**config.mk**
```make
export PLATFORM = sky130hd
export DESIGN_NAME = cn_mem_reader_flat
export DESIGN_NICKNAME = d
export VERILOG_FILES = /design/src/rtl/cn_pkg.sv /design/src/rtl/cn_mem_reader_if.sv /design/src/rtl/cn_rd_fifo.sv /design/src/rtl/cn_mem_reader.sv /design/src/flat_wrapper.sv
export SDC_FILE = /design/constraint.sdc
export NUM_CORES = 1
export LEC_CHECK = 0
export ABC_CLOCK_PERIOD_IN_PS = 4000
export CAP_MARGIN = 20
export CORE_ASPECT_RATIO = 0.9
export CORE_MARGIN = 10
export CORE_UTILIZATION = 30
export CTS_BUF_LIST = sky130_fd_sc_hd__clkbuf_8
export CTS_CLUSTER_DIAMETER = 60
export DETAILED_ROUTE_END_ITERATION = 8
export SYNTH_ARGS = -nofsm -noshare
export SYNTH_HDL_FRONTEND = slang
export SYNTH_SLANG_ARGS = --single-unit
```
**constraint.sdc**
```tcl
create_clock -name clk -period 4 [get_ports clk]
set_clock_uncertainty 0.15 [all_clocks]
set_input_delay 0.8 -clock clk [delete_from_list [all_inputs] [get_ports clk]]
set_output_delay 0.8 -clock clk [all_outputs]
set_load 0.005 [all_outputs]
```
**src/rtl/cn_pkg.sv**
```systemverilog
// Shared types and width helpers for the cn scratchpad read-back path.
package cn_pkg;

  typedef enum logic [2:0] {
    ST_IDLE  = 3'd0,
    ST_ARM   = 3'd1,
    ST_READ  = 3'd2,
    ST_DRAIN = 3'd3,
    ST_DONE  = 3'd4
  } state_t;

  localparam int MEM_DATA_W = 128;

  function automatic int mem_addr_w(input int address_width);
    return address_width + 2;
  endfunction

  function automatic int word_cnt_w(input int address_width);
    return address_width + 3;
  endfunction

endpackage

```
**src/rtl/cn_mem_reader_if.sv**
```systemverilog
// Memory read port and output stream between the reader and its environment.
interface cn_mem_reader_if import cn_pkg::*; #(
  parameter int ADDRESS_WIDTH = 15
) ();

  logic [mem_addr_w(ADDRESS_WIDTH)-1:0] mem_address;
  logic                                 mem_read;
  logic [MEM_DATA_W-1:0]                mem_rddata;
  logic [MEM_DATA_W-1:0]                out_data;
  logic                                 out_valid;
  logic                                 out_ready;
  logic                                 out_last;

  modport master (
    output mem_address, mem_read, out_data, out_valid, out_last,
    input  mem_rddata, out_ready
  );

  modport slave (
    input  mem_address, mem_read, out_data, out_valid, out_last,
    output mem_rddata, out_ready
  );

endinterface

```
**src/rtl/cn_rd_fifo.sv**
```systemverilog
// Synchronous first-word-fall-through FIFO; DEPTH must be a power of two.
module cn_rd_fifo #(
  parameter int WIDTH = 128,
  parameter int DEPTH = 4
) (
  input  logic                       clk,
  input  logic                       reset,
  input  logic                       push,
  input  logic [WIDTH-1:0]           push_data,
  input  logic                       pop,
  output logic [WIDTH-1:0]           pop_data,
  output logic                       valid,
  output logic [$clog2(DEPTH):0]     count
);

  localparam int PW = $clog2(DEPTH);
  localparam logic [PW:0] FULL_COUNT = DEPTH[PW:0];

  logic [WIDTH-1:0] mem_r [DEPTH];
  logic [PW-1:0]    wr_ptr_r;
  logic [PW-1:0]    rd_ptr_r;
  logic [PW:0]      count_r;
  logic             push_ok_s;
  logic             pop_ok_s;

  assign push_ok_s = push && (count_r < FULL_COUNT);
  assign pop_ok_s  = pop && (count_r != '0);
  assign valid     = (count_r != '0);
  // An empty FIFO presents zero rather than stale storage.
  assign pop_data  = (count_r != '0) ? mem_r[rd_ptr_r] : '0;
  assign count     = count_r;

  // Pointer and occupancy bookkeeping.
  always_ff @(posedge clk) begin
    if (reset) begin
      wr_ptr_r <= '0;
      rd_ptr_r <= '0;
      count_r  <= '0;
    end else begin
      if (push_ok_s) begin
        wr_ptr_r <= wr_ptr_r + PW'(1);
      end
      if (pop_ok_s) begin
        rd_ptr_r <= rd_ptr_r + PW'(1);
      end
      case ({push_ok_s, pop_ok_s})
        2'b10:   count_r <= count_r + (PW+1)'(1);
        2'b01:   count_r <= count_r - (PW+1)'(1);
        default: count_r <= count_r;
      endcase
    end
  end

  // Data storage write port.
  always_ff @(posedge clk) begin
    if (push_ok_s) begin
      mem_r[wr_ptr_r] <= push_data;
    end
  end

endmodule

```
**src/rtl/cn_mem_reader.sv**
```systemverilog
// Walks an address range of the cn_top scratchpad after the main loop finishes
// and streams each 128-bit word out through a small FWFT buffer.
module cn_mem_reader import cn_pkg::*; #(
  parameter int ADDRESS_WIDTH = 15,
  parameter int READ_LATENCY  = 1,
  parameter int FIFO_DEPTH    = 4
) (
  input  logic                                 clk,
  input  logic                                 reset,
  input  logic                                 start,
  input  logic                                 wait_finished,
  input  logic [mem_addr_w(ADDRESS_WIDTH)-1:0] base_addr,
  input  logic [word_cnt_w(ADDRESS_WIDTH)-1:0] word_count,
  input  logic                                 sts_ml_finished,
  output logic                                 busy,
  output logic                                 done,
  cn_mem_reader_if.master                      bus
);

  localparam int AW   = mem_addr_w(ADDRESS_WIDTH);
  localparam int CW   = word_cnt_w(ADDRESS_WIDTH);
  localparam int CNTW = $clog2(FIFO_DEPTH) + 1;

  state_t                state_r;
  state_t                next_state_s;
  logic [AW-1:0]         base_r;
  logic [AW-1:0]         mem_address_r;
  logic [AW-1:0]         issue_addr_s;
  logic [CW-1:0]         count_r;
  logic [CW-1:0]         issued_r;
  logic [CW-1:0]         delivered_r;
  logic [READ_LATENCY-1:0] pipe_r;
  logic                  mem_read_r;
  logic                  sts_prev_r;
  logic                  busy_r;
  logic                  done_r;
  logic                  issue_s;
  logic                  rise_s;
  logic                  credit_s;
  logic                  push_s;
  logic                  pop_s;
  logic                  fifo_valid_s;
  logic [CNTW-1:0]       fifo_count_s;
  logic [MEM_DATA_W-1:0] fifo_data_s;
  logic [7:0]            inflight_s;
  logic [7:0]            credit_sum_s;

  cn_rd_fifo #(
    .WIDTH (MEM_DATA_W),
    .DEPTH (FIFO_DEPTH)
  ) u_fifo (
    .clk       (clk),
    .reset     (reset),
    .push      (push_s),
    .push_data (bus.mem_rddata),
    .pop       (pop_s),
    .pop_data  (fifo_data_s),
    .valid     (fifo_valid_s),
    .count     (fifo_count_s)
  );

  assign push_s = pipe_r[READ_LATENCY-1];
  assign pop_s  = fifo_valid_s & bus.out_ready;
  assign rise_s = sts_ml_finished & ~sts_prev_r;

  // Reads not yet in the FIFO, and whether one more fits once this cycle's pop leaves.
  always_comb begin
    inflight_s = 8'(mem_read_r);
    for (int i = 0; i < READ_LATENCY; i++) begin
      inflight_s = inflight_s + 8'(pipe_r[i]);
    end
    credit_sum_s = 8'(fifo_count_s) + inflight_s - 8'(pop_s);
    credit_s     = (credit_sum_s < 8'(FIFO_DEPTH));
  end

  // Next state and read issue; the first read goes out on the edge that leaves IDLE/ARM.
  always_comb begin
    next_state_s = state_r;
    issue_s      = 1'b0;
    issue_addr_s = mem_address_r;
    case (state_r)
      ST_IDLE: begin
        if (start) begin
          if (word_count == '0) begin
            next_state_s = ST_DONE;
          end else if (wait_finished) begin
            next_state_s = ST_ARM;
          end else begin
            issue_s      = 1'b1;
            issue_addr_s = base_addr;
            next_state_s = (word_count == CW'(1)) ? ST_DRAIN : ST_READ;
          end
        end else begin
          next_state_s = ST_IDLE;
        end
      end
      ST_ARM: begin
        if (rise_s) begin
          issue_s      = 1'b1;
          issue_addr_s = base_r;
          next_state_s = (count_r == CW'(1)) ? ST_DRAIN : ST_READ;
        end else begin
          next_state_s = ST_ARM;
        end
      end
      ST_READ: begin
        if (issued_r < count_r) begin
          if (credit_s) begin
            issue_s      = 1'b1;
            issue_addr_s = base_r + issued_r[AW-1:0];
            next_state_s = (issued_r + CW'(1) == count_r) ? ST_DRAIN : ST_READ;
          end else begin
            next_state_s = ST_READ;
          end
        end else begin
          next_state_s = ST_DRAIN;
        end
      end
      ST_DRAIN: begin
        if ((inflight_s == 8'd0) && !fifo_valid_s && (delivered_r == count_r)) begin
          next_state_s = ST_DONE;
        end else begin
          next_state_s = ST_DRAIN;
        end
      end
      ST_DONE: begin
        next_state_s = ST_IDLE;
      end
      default: begin
        next_state_s = ST_IDLE;
      end
    endcase
  end

  // FSM state, transfer counters, latency tag pipe and registered outputs.
  always_ff @(posedge clk) begin
    if (reset) begin
      state_r       <= ST_IDLE;
      base_r        <= '0;
      count_r       <= '0;
      issued_r      <= '0;
      delivered_r   <= '0;
      pipe_r        <= '0;
      mem_read_r    <= 1'b0;
      mem_address_r <= '0;
      sts_prev_r    <= 1'b0;
      busy_r        <= 1'b0;
      done_r        <= 1'b0;
    end else begin
      state_r    <= next_state_s;
      sts_prev_r <= sts_ml_finished;
      mem_read_r <= issue_s;
      busy_r     <= (next_state_s != ST_IDLE);
      done_r     <= (state_r == ST_DONE);
      if (issue_s) begin
        mem_address_r <= issue_addr_s;
      end
      pipe_r[0] <= mem_read_r;
      for (int i = 1; i < READ_LATENCY; i++) begin
        pipe_r[i] <= pipe_r[i-1];
      end
      if ((state_r == ST_IDLE) && start) begin
        base_r      <= base_addr;
        count_r     <= word_count;
        issued_r    <= CW'(issue_s);
        delivered_r <= '0;
      end else begin
        if (issue_s) begin
          issued_r <= issued_r + CW'(1);
        end
        if (pop_s) begin
          delivered_r <= delivered_r + CW'(1);
        end
      end
    end
  end

  assign bus.mem_address = mem_address_r;
  assign bus.mem_read    = mem_read_r;
  assign bus.out_data    = fifo_data_s;
  assign bus.out_valid   = fifo_valid_s;
  assign bus.out_last    = fifo_valid_s && (delivered_r == count_r - CW'(1));
  assign busy            = busy_r;
  assign done            = done_r;

endmodule
```
**src/flat_wrapper.sv**
```systemverilog
// flat-port wrapper written by rule: the top's interface ports become plain ports
module cn_mem_reader_flat import cn_pkg::*;
#(
  parameter int ADDRESS_WIDTH = 15,
  parameter int READ_LATENCY  = 1,
  parameter int FIFO_DEPTH    = 4
)
  (clk, reset, start, wait_finished, base_addr, word_count, sts_ml_finished, busy, done, bus_mem_address, bus_mem_read, bus_out_data, bus_out_valid, bus_out_last, bus_mem_rddata, bus_out_ready);
  cn_mem_reader_if #(.ADDRESS_WIDTH(ADDRESS_WIDTH)) bus_i ();
  input  logic clk;
  input  logic reset;
  input  logic start;
  input  logic wait_finished;
  input  logic [mem_addr_w(ADDRESS_WIDTH)-1:0] base_addr;
  input  logic [word_cnt_w(ADDRESS_WIDTH)-1:0] word_count;
  input  logic sts_ml_finished;
  output logic busy;
  output logic done;
  output wire logic [$bits(bus_i.mem_address)-1:0] bus_mem_address;
  output wire logic [$bits(bus_i.mem_read)-1:0] bus_mem_read;
  output wire logic [$bits(bus_i.out_data)-1:0] bus_out_data;
  output wire logic [$bits(bus_i.out_valid)-1:0] bus_out_valid;
  output wire logic [$bits(bus_i.out_last)-1:0] bus_out_last;
  input wire logic [$bits(bus_i.mem_rddata)-1:0] bus_mem_rddata;
  input wire logic [$bits(bus_i.out_ready)-1:0] bus_out_ready;
  assign bus_mem_address = bus_i.mem_address;
  assign bus_mem_read = bus_i.mem_read;
  assign bus_out_data = bus_i.out_data;
  assign bus_out_valid = bus_i.out_valid;
  assign bus_out_last = bus_i.out_last;
  assign bus_i.mem_rddata = bus_mem_rddata;
  assign bus_i.out_ready = bus_out_ready;
  cn_mem_reader #(.ADDRESS_WIDTH(ADDRESS_WIDTH), .READ_LATENCY(READ_LATENCY), .FIFO_DEPTH(FIFO_DEPTH)) u_core (.clk(clk), .reset(reset), .start(start), .wait_finished(wait_finished), .base_addr(base_addr), .word_count(word_count), .sts_ml_finished(sts_ml_finished), .busy(busy), .done(done), .bus(bus_i));
endmodule
```
==> run metrics <==
Multi-input gate area 0.008523 mm2; Peak supply drop 306.4 uV; EDFF count, synth 512; dpl cells 3190; commonest non-fill, non-tap cell in the layout edfxtp_1; Wirelength per Cell 21.22 um; initial core utilization 30.21%; clk sink count 617; synth unique cells 60; Critical path origin u_core.count_r[8]; GRT Resource Usage Total 13.77%; Design Area, Final 0.03367 mm2; Worst EP arrival 2.97 ns; Bufs on Longest Clock Path 3; DR vias/cell 4.900; CTS Buf Count 102; YS warnings 0; Clock Latency Late Sink 0.72 ns; switching power 4.761 mW; register area share after synthesis 66.12%; WP data required 3.05 ns; hold path startpoint u_core.base_r[10]; run status finished, final reports clean; post-place setup slack -0.1528 ns; dpl cell area 0.03144 mm2; via count 16560; Post-Layout Cell Count 3379; DRT Pass-1 Iters 5; max incr delay on CP 0.43 ns; final period utilization 98.09%; Syn Inst Count 1747; type of origin of the critical path flip-flop; global-route wire length before repair 107.0 mm; FF-to-FF Start u_core.u_fifo.count[0]; detailed placer's ending HPWL 47.15 mm; row count 103; Filler cells 8084; CTS tree built; Worst path most repeated cell or3_4; critical-path cell list or3_4 > nand2b_4 > or3_4 > xnor2_2 > a31oi_1 > or4_4 > nor4_4 > buf_2; RePlAce Congestion 0.8533; Final setup viols 0; area grow syn2layout 27.36%; setup ws final 0.07640 ns; Horiz. Die Dim 332.9 um; Clock power frac 31.8%; die area 0.1004 mm2; CTS H-tree depth 3; Setup CP Type flip-flop to output port; switching share of power 27.78%; remaining antenna violation count 0; leakage power 11.24 nW; sequential power share 42.8%; sequential cell area 0.01748 mm2; Port Buffers 318; Crit. End Element output port; drt drc 0; Slew Limit Fails 0; number of synthesized register bits 617; Rel. slew slack 35.87%; Main synth FF type edfxtp_1; largest net degree at the start of global routing 132; Crit-path slowest cell or4_4; IO Count 319; initial antenna violation count 15; DRT Wirelength 71.69 mm; vias in the first global route 17390; GR Overflow Total 0; fin crit period 3.924 ns; Worst Hold Class flip-flop to flip-flop; Critical Path Fanout Max 3; commonest cells after routing, fill and taps aside edfxtp_1, clkdlybuf4s50_1, nand2_1; root buffer cell clkbuf_8; cell internal pwr 12.38 mW; fraction of layout cells with a size suffix above 1 16.88%; Post-synth ARST share 0%; RSZ-0062 raised after global routing true; Worst-Margin Slew 0.9619 ns; max-cap viol count 0; Achievable Freq 254.9 MHz; Clk pin slew, worst setup/hold paths 0.06 ns; final hold viol count 0; Post-Synthesis Mean Instance Area 15.13 um2; CTS Hold Bufs 0; initial drt markers 1072; core box area 0.08751 mm2; Die Y-Extent 301.6 um; Logic pwr share 25.4%; number of nets in the layout 2367; fin util 38.47%; synthesized cell area 0.02643 mm2; syn_nets 1969; Power Density 509.1 mW/mm2
==> cells in the mapped netlist (all sizes together), types with 4 or more instances <==
| cell | count | area share [%] |
|---|---|---|
| a311oi | 14 | 0.46 |
| buf | 24 | 0.49 |
| o21bai | 5 | 0.14 |
| a2111o | 7 | 0.30 |
| mux4 | 128 | 11 |
| nor4 | 14 | 0.39 |
| and4 | 4 | 0.14 |
| o21ai | 42 | 0.80 |
| and3 | 14 | 0.33 |
| clkbuf | 77 | 1.1 |
| a211oi | 15 | 0.43 |
| a22oi | 8 | 0.23 |
| nor2 | 68 | 0.97 |
| nor4b | 5 | 0.17 |
| a21o | 10 | 0.28 |
| mux2i | 16 | 0.61 |
| inv | 40 | 0.57 |
| and2 | 135 | 3.2 |
| dfxtp | 105 | 8.0 |
| xnor2 | 38 | 1.3 |
| nor3 | 35 | 0.66 |
| nand2b | 5 | 0.12 |
| edfxtp | 512 | 58 |
| nor3b | 11 | 0.31 |
| nand4 | 12 | 0.31 |
| xor2 | 38 | 1.3 |
| a21oi | 81 | 1.5 |
| ha | 51 | 2.4 |
| or3 | 20 | 0.48 |
| nand3 | 21 | 0.40 |
| nand2 | 139 | 2.0 |
| a221oi | 9 | 0.30 |
| a31oi | 8 | 0.19 |
| or4 | 6 | 0.18 |
==> logic make-up after synthesis <==
logic type                 after synthesis  share of synthesized area [%]
DFF                                    617                          66.12
buffers and inverters                  141                          2.149
AOI/OAI and AO/OA                      218                          5.259
adders and majority gates               53                          2.566
muxes                                  144                          11.51
and+or+nand+nor                        498                          9.879
xor gates and xnor gates                76                          2.518
==> power by group through the flow <==
stage          logic [mW]  registers [mW]  clock network (mW)
2_1_floorplan        2.06            7.41                   0
3_3_place_gp         4.28            7.45                   0
3_5_place_dp         4.31            7.47                   0
4_1_cts              4.45            7.34                5.65
5_1_grt              4.73            7.36                5.93
6_report             4.36            7.34                5.44
==> metrics by stage <==
step	power, mW	TNS [ns]	hold WS, ns
after floorplan	9.462	0	0.3031
after global placement	11.74	-2.523	0.3179
after detailed placement	11.78	-1.400	0.3231
after CTS	17.44	-0.2544	0.3323
after global routing	18.02	-0.09838	0.3545
final	17.14	0	0.3318
==> sequential cells by signal, indices dropped and copies added, names as in the netlist, named ones only <==
register	flops
u_core.u_fifo.wr_ptr_r	2
u_core.pipe_r	1
u_core.u_fifo.count	3
u_core.u_fifo.mem_r	512
u_core.base_r	17
u_core.done	1
u_core.count_r	18
u_core.bus.mem_read	1
u_core.delivered_r	18
u_core.state_r	3
u_core.issued_r	18
u_core.sts_prev_r	1
u_core.u_fifo.rd_ptr_r	2
u_core.busy	1
u_core.bus.mem_address	17
==> final cells by class <==
class	instances	share of cell area, %
Clock inverter	74	1.602
Tap cell	1155	4.293
Antenna cell	3	0.02230
Timing Repair Buffer	395	12.05
Clock buffer	106	4.333
Inverter	40	0.4460
Multi-Input combinational cell	989	25.32
Sequential cell	617	51.93
==> worst max-delay path: cells and delay by family, from the launching register on <==
kind / cells / cell delay [ns]
buffers and inverters: 1 / 0.17
and+or+nand+nor: 5 / 1.54
AOI/OAI and AO/OA: 1 / 0.09
DFF: 1 / 0.31
xor gates and xnor gates: 1 / 0.14
==> layer usage <==
layer / up-vias / GRT usage [%] / wire [um] / part of all wire [%]
li1: 7523 / - / - / -
met1: 8348 / 17.11 / 29880 / 42
met2: 530 / 23.09 / 34970 / 49
met3: 133 / 4.132 / 5187 / 7.2
met4: 22 / 3.847 / 1508 / 2.1
met5: - / 0 / 150 / 0.21
==> final timing paths <==
kind / slack [ns] / to / depth (start not counted)
min: 0.33 / u_core.base_r[10] / 2
max: 0.08 / bus_out_last / 8
min reg2reg: 0.33 / u_core.base_r[10] / 2
max reg2reg: 0.30 / u_core.state_r[0] / 15
==> repair_timing <==
action / 4_1_cts / 5_1_grt
buffers inserted: 1 / 2
endpoints found under the setup margin: 8 / 7
gates cloned: 2 / 0
pin swaps: 2 / 5
gates resized for setup: 16 / 9
hold endpoints to repair: 0 / 0
Note: power is estimated with default switching activity, not from simulation.
==> variant 1 (config.mk and constraints unchanged) <==
`ADDRESS_WIDTH` is set to 15 in 3 places; all go to 16.
--- a/src/rtl/cn_mem_reader_if.sv
+++ b/src/rtl/cn_mem_reader_if.sv
@@ -1,6 +1,6 @@
 // Memory read port and output stream between the reader and its environment.
 interface cn_mem_reader_if import cn_pkg::*; #(
-  parameter int ADDRESS_WIDTH = 15
+  parameter int ADDRESS_WIDTH = 16
 ) ();
 
   logic [mem_addr_w(ADDRESS_WIDTH)-1:0] mem_address;
--- a/src/rtl/cn_mem_reader.sv
+++ b/src/rtl/cn_mem_reader.sv
@@ -1,7 +1,7 @@
 // Walks an address range of the cn_top scratchpad after the main loop finishes
 // and streams each 128-bit word out through a small FWFT buffer.
 module cn_mem_reader import cn_pkg::*; #(
-  parameter int ADDRESS_WIDTH = 15,
+  parameter int ADDRESS_WIDTH = 16,
   parameter int READ_LATENCY  = 1,
   parameter int FIFO_DEPTH    = 4
 ) (
--- a/src/flat_wrapper.sv
+++ b/src/flat_wrapper.sv
@@ -1,7 +1,7 @@
 // flat-port wrapper written by rule: the top's interface ports become plain ports
 module cn_mem_reader_flat import cn_pkg::*;
 #(
-  parameter int ADDRESS_WIDTH = 15,
+  parameter int ADDRESS_WIDTH = 16,
   parameter int READ_LATENCY  = 1,
   parameter int FIFO_DEPTH    = 4
 )
Interface: changed (resized base_addr, bus_mem_address and word_count); port bits go from 319 to 322. No check against the original RTL was run, so the function may have changed too.
==> variant 1 against the unedited design <==
  * Worst hold slack gained 2.2 ps
  * Sequential cell count grew 5
  * Area after synthesis is 0.91% higher
  * Final area is 0.33% lower
  * Critical path type unchanged
  * Critical endpoint unchanged
  * Routed wire length increased by 0.45%
  * Power rose by 0.46%
  * Die area grew 0.86%
  * Clock power is 4.4% lower
  * Setup slack improved by 64 ps
==> variant 1: results (changes against the unedited design) <==
Placement
  – Pre-CTS WS: -115 ps (+37.8 ps)
  – IO Port Bufs: 321 (+0.94%)
  – Detailed Place HPWL: 47300 microns (+0.42%)
  – Cells after DPL: 3191 (+0.031%)
  – DP Area: 31500 sq um (about the same)

Yosys
  – Synthesized net count: 1994 (+1.3%)
  – Library cells used by synthesis: 73 (+22%)
  – Synth Instances: 1768 (+1.2%)
  – Synth Area in Adders: 0.0264 (+0.000706)
  – Compound-Gate Fraction of Synth Area: 0.0443 (-0.00831)
  – Post-Synth XOR/XNOR Area: 0.0348 (+0.00962)
  – Top post-synthesis cells by count: edfxtp_1, and2_1, mux4_2, nand2_1, nor2_1

Clocking
  – Post-CTS Setup Inserts: 2 (+1)
  – Num CTS Buffers: 104 (+2.0%)
  – CTS resizes: 11 (-5)

Detailed routing
  – Via-to-Cell Ratio: 4.84 (-1.3%)
  – DRT met1 WL: 30900 microns (+3.4%)
  – Met2 wire len: 35100 microns (+0.30%)
  – Drt initial violations: 1077 (+0.47%)
  – Met3 wire length: 4240 microns (-18%)
  – DR WL/cell: 21.2 microns (about the same)

Worst hold path
  – Min-delay src: u_core.base_r[14]

Final layout
  – Post-route insts no fill: 3392 (+0.38%)
  – Filler cell count: 8171 (+1.1%)
  – Fin nets: 2378 (+0.46%)

Global routing
  – First-pass GRT wire length: 108000 microns (+0.54%)
  – GR Util met3: 0.0358 (-0.00554)
  – Met1 usage: 0.176 (+0.00517)
  – Largest net degree at the start of global routing: 130 (-1.5%)
  – GRT Resource Usage Total: 0.138 (about the same)
  – Initial antenna violation count: 14 (-1)
  – GR Layer Usage met2: 0.228 (-0.00300)

Power and ir drop
  – Pwr Total: 17.2 mW (+0.46%)
  – Switching pwr: 4.85 mW (+1.9%)
  – P_clk: 5.20 mW (-4.4%)
  – Max VDD drop: 0.000411 V (+34%)
  – Static leakage: 11.1 nW (-1.4%)
  – Comb pwr: 4.60 mW (+5.5%)

Status
  – Status: completed

Setup path
  – WP data arrival: 2910 ps (-60 ps)
  – CP max stage delay: 550 ps (+120 ps)

Timing
  – Max-Slew Margin vs Limit: 0.437 (+0.0787)
variant 1: changes by cell type in the layout (fill, tap and decap cells not counted), sizes merged, moves of 9 or more:
cell   unedited run  this run
nand3            21        37
xor2             38        55
nor2b             2        11
buf              77        61
o21ai            42        25
or3              20         3
mux2i            16         7
nor3             35        22
xnor2            38        51
nor2             68       113
nand2           139       128
variant 1: area by class of cell:
| cell class | instances | share of cell area |
|---|---|---|
| Timing Repair Buffer | 381 | 0.117 |
| Clock buffer | 108 | 0.0443 |
| Tap cell | 1155 | 0.0431 |
| Clock inverter | 79 | 0.0125 |
| Inverter | 40 | 0.00451 |
| Multi-Input combinational cell | 1003 | 0.254 |
| Sequential cell | 622 | 0.524 |
| Antenna cell | 4 | 0.000298 |
variant 1: worst paths after layout:
check	to	slack, ps	depth (start not counted)
min reg2reg	u_core.base_r[14]	330	2
max reg2reg	u_core.bus.mem_address[0]	430	17
min	u_core.base_r[14]	330	2
max	bus_out_last	140	8
==> variant 2 (same settings) <==
Made on the original files. Make the reset (`reset`) asynchronous in 2 clocked blocks. Comments in the files are not updated.
--- a/src/rtl/cn_rd_fifo.sv
+++ b/src/rtl/cn_rd_fifo.sv
@@ -31,7 +31,7 @@
   assign count     = count_r;
 
   // Pointer and occupancy bookkeeping.
-  always_ff @(posedge clk) begin
+  always_ff @(posedge clk or posedge reset) begin
     if (reset) begin
       wr_ptr_r <= '0;
       rd_ptr_r <= '0;
--- a/src/rtl/cn_mem_reader.sv
+++ b/src/rtl/cn_mem_reader.sv
@@ -133,7 +133,7 @@
   end
 
   // FSM state, transfer counters, latency tag pipe and registered outputs.
-  always_ff @(posedge clk) begin
+  always_ff @(posedge clk or posedge reset) begin
     if (reset) begin
       state_r       <= ST_IDLE;
       base_r        <= '0;
Function: differs if reset is asserted again (counterexample within 4 cycles, from zero or initial values and one cycle with reset high); with reset held inactive, the same outputs for 4 cycles.
==> variant 2 against the unedited design <==
  * Worst hold slack improved by 15 ps
  * Sequential share of layout area increased by 1.3 points
  * Final area increased by 0.17%
  * Register-to-register slack improved by 30 ps
  * Routed wire length decreased by 1.8%
  * Setup slack improved by 84 ps
  * Sequential cell count decreased by 2
  * Area after synthesis about the same
  * Fmax increased by 2.2%
  * Largest cell class unchanged
  * Highest routed layer unchanged
Power is not compared: it rests on default switching activity, and its combinational part moved more than twofold at a synthesized area within 25%.
==> variant 2: results (changes against the unedited design) <==
Detailed routing
  – Met2 wire len: 35000 microns (+0.19%)
  – Drt initial violations: 1004 (-6.3%)
  – Met3 wire length: 5440 microns (+4.9%)
  – Via count: 15825 (-4.4%)
  – Final Routed Wirelength: 70400 microns (-1.8%)
  – DRT met1 WL: 28300 microns (-5.2%)
  – DR WL/cell: 21.3 microns (+0.28%)
  – Router iterations before antenna repair: 4 (-1)

Yosys
  – Largest cells by area after synthesis: edfxtp_1, mux4_2, dfrtp_1
  – Sequential element share of the synthesized area: 0.679 (+0.0174)
  – Top post-synthesis cells by count: edfxtp_1, nor2b_1, mux4_2, nand2_1, dfrtp_1
  – Synthesized flop and latch total: 615 (-0.32%)
  – Synth Area in Adders: 0.0256 (about the same)
  – Post-Synth XOR/XNOR Area: 0.0281 (+0.00296)
  – Avg Cell Area, Syn: 15.9 sq um (+5.3%)
  – Compound-Gate Fraction of Synth Area: 0.0450 (-0.00761)
  – Library cells used by synthesis: 61 (+1.7%)
  – Synthesized net count: 1883 (-4.4%)

Floorplan
  – Die Wd: 333 microns (about the same)

Placement
  – Pre-CTS WS: -320 ps (-167 ps)
  – Detailed Place HPWL: 46100 microns (-2.3%)
  – Placer Congestion: 0.817 (-4.3%)
  – DP Area: 31500 sq um (about the same)
  – Cells after DPL: 3112 (-2.4%)

Final layout
  – Non-clock inverters: 43 (+7.5%)
  – Clock buffer cells: 111 (+4.7%)
  – Multi-input gates: 918 (-7.2%)
  – Fin nets: 2290 (-3.3%)
  – Layout overhead on the synthesized area: 27.5% (about the same)
  – Non-clk buf share: 0.120 (-0.000762)
  – Fraction of standard cell area in multi-input logic: 0.241 (-0.0120)
  – Filler cell count: 8197 (+1.4%)
  – Antenna cell count: 2 (-1)
  – Sequential cell area: 18000 sq um (+2.7%)
  – Final clock-cell share: 0.0587 (-0.000695)

Setup path
  – FF-to-FF Start: u_core.u_fifo.count[0]
  – CP top delay family: buffers and inverters
  – Slowest stage cell, crit path: dfrtp_4
  – CP max stage delay: 620 ps (+190 ps)
  – WP data arrival: 2890 ps (-80 ps)

Global routing
  – GRT Resource Usage Total: 0.137 (-0.000880)
  – First-pass GRT wire length: 106000 microns (-0.90%)
  – GR Layer Usage met2: 0.233 (+0.00182)
  – GR Util met3: 0.0504 (+0.00905)
  – Vias in the first global route: 17152 (-1.4%)
  – Largest net degree at the start of global routing: 88 (-33%)

Timing
  – Max-Slew Margin vs Limit: 0.357 (-0.00189)

Status
  – Status: completed

Power and ir drop
  – Pwr Total: 22.7 mW

Worst hold path
  – Min-delay src: u_core.bus.mem_read
-- variant 2: what timing repair did --
| action | 4_1_cts | 5_1_grt |
|---|---|---|
| buffers inserted | 4 | 0 |
| resized for setup | 20 | 27 |
| hold buffers | 0 | 0 |
| endpoints found under the setup margin | 102 | 21 |
| gates cloned | 0 | 3 |
| pin swaps | 6 | 3 |
| hold endpoints to repair | 0 | 0 |
-- variant 2: cells by family after synthesis --
group           Yosys count
fa+ha+maj                53
buf+inv                 128
mux                     136
simple gates            465
compound gates          179
xor+xnor                 85
flops                   615
-- variant 2: worst paths after layout --
path / endpoint / slack, ps / depth (start not counted)
setup / recovery: bus_out_data[94] / 160 / 5
hold / removal: u_core.pipe_r / 350 / 0
setup reg to reg: u_core.issued_r[15] / 330 / 15
hold reg to reg: u_core.pipe_r / 350 / 0
max in group asynchronous: u_core.bus.mem_read / 2520 / 3
min in group asynchronous: u_core.sts_prev_r / 430 / 2
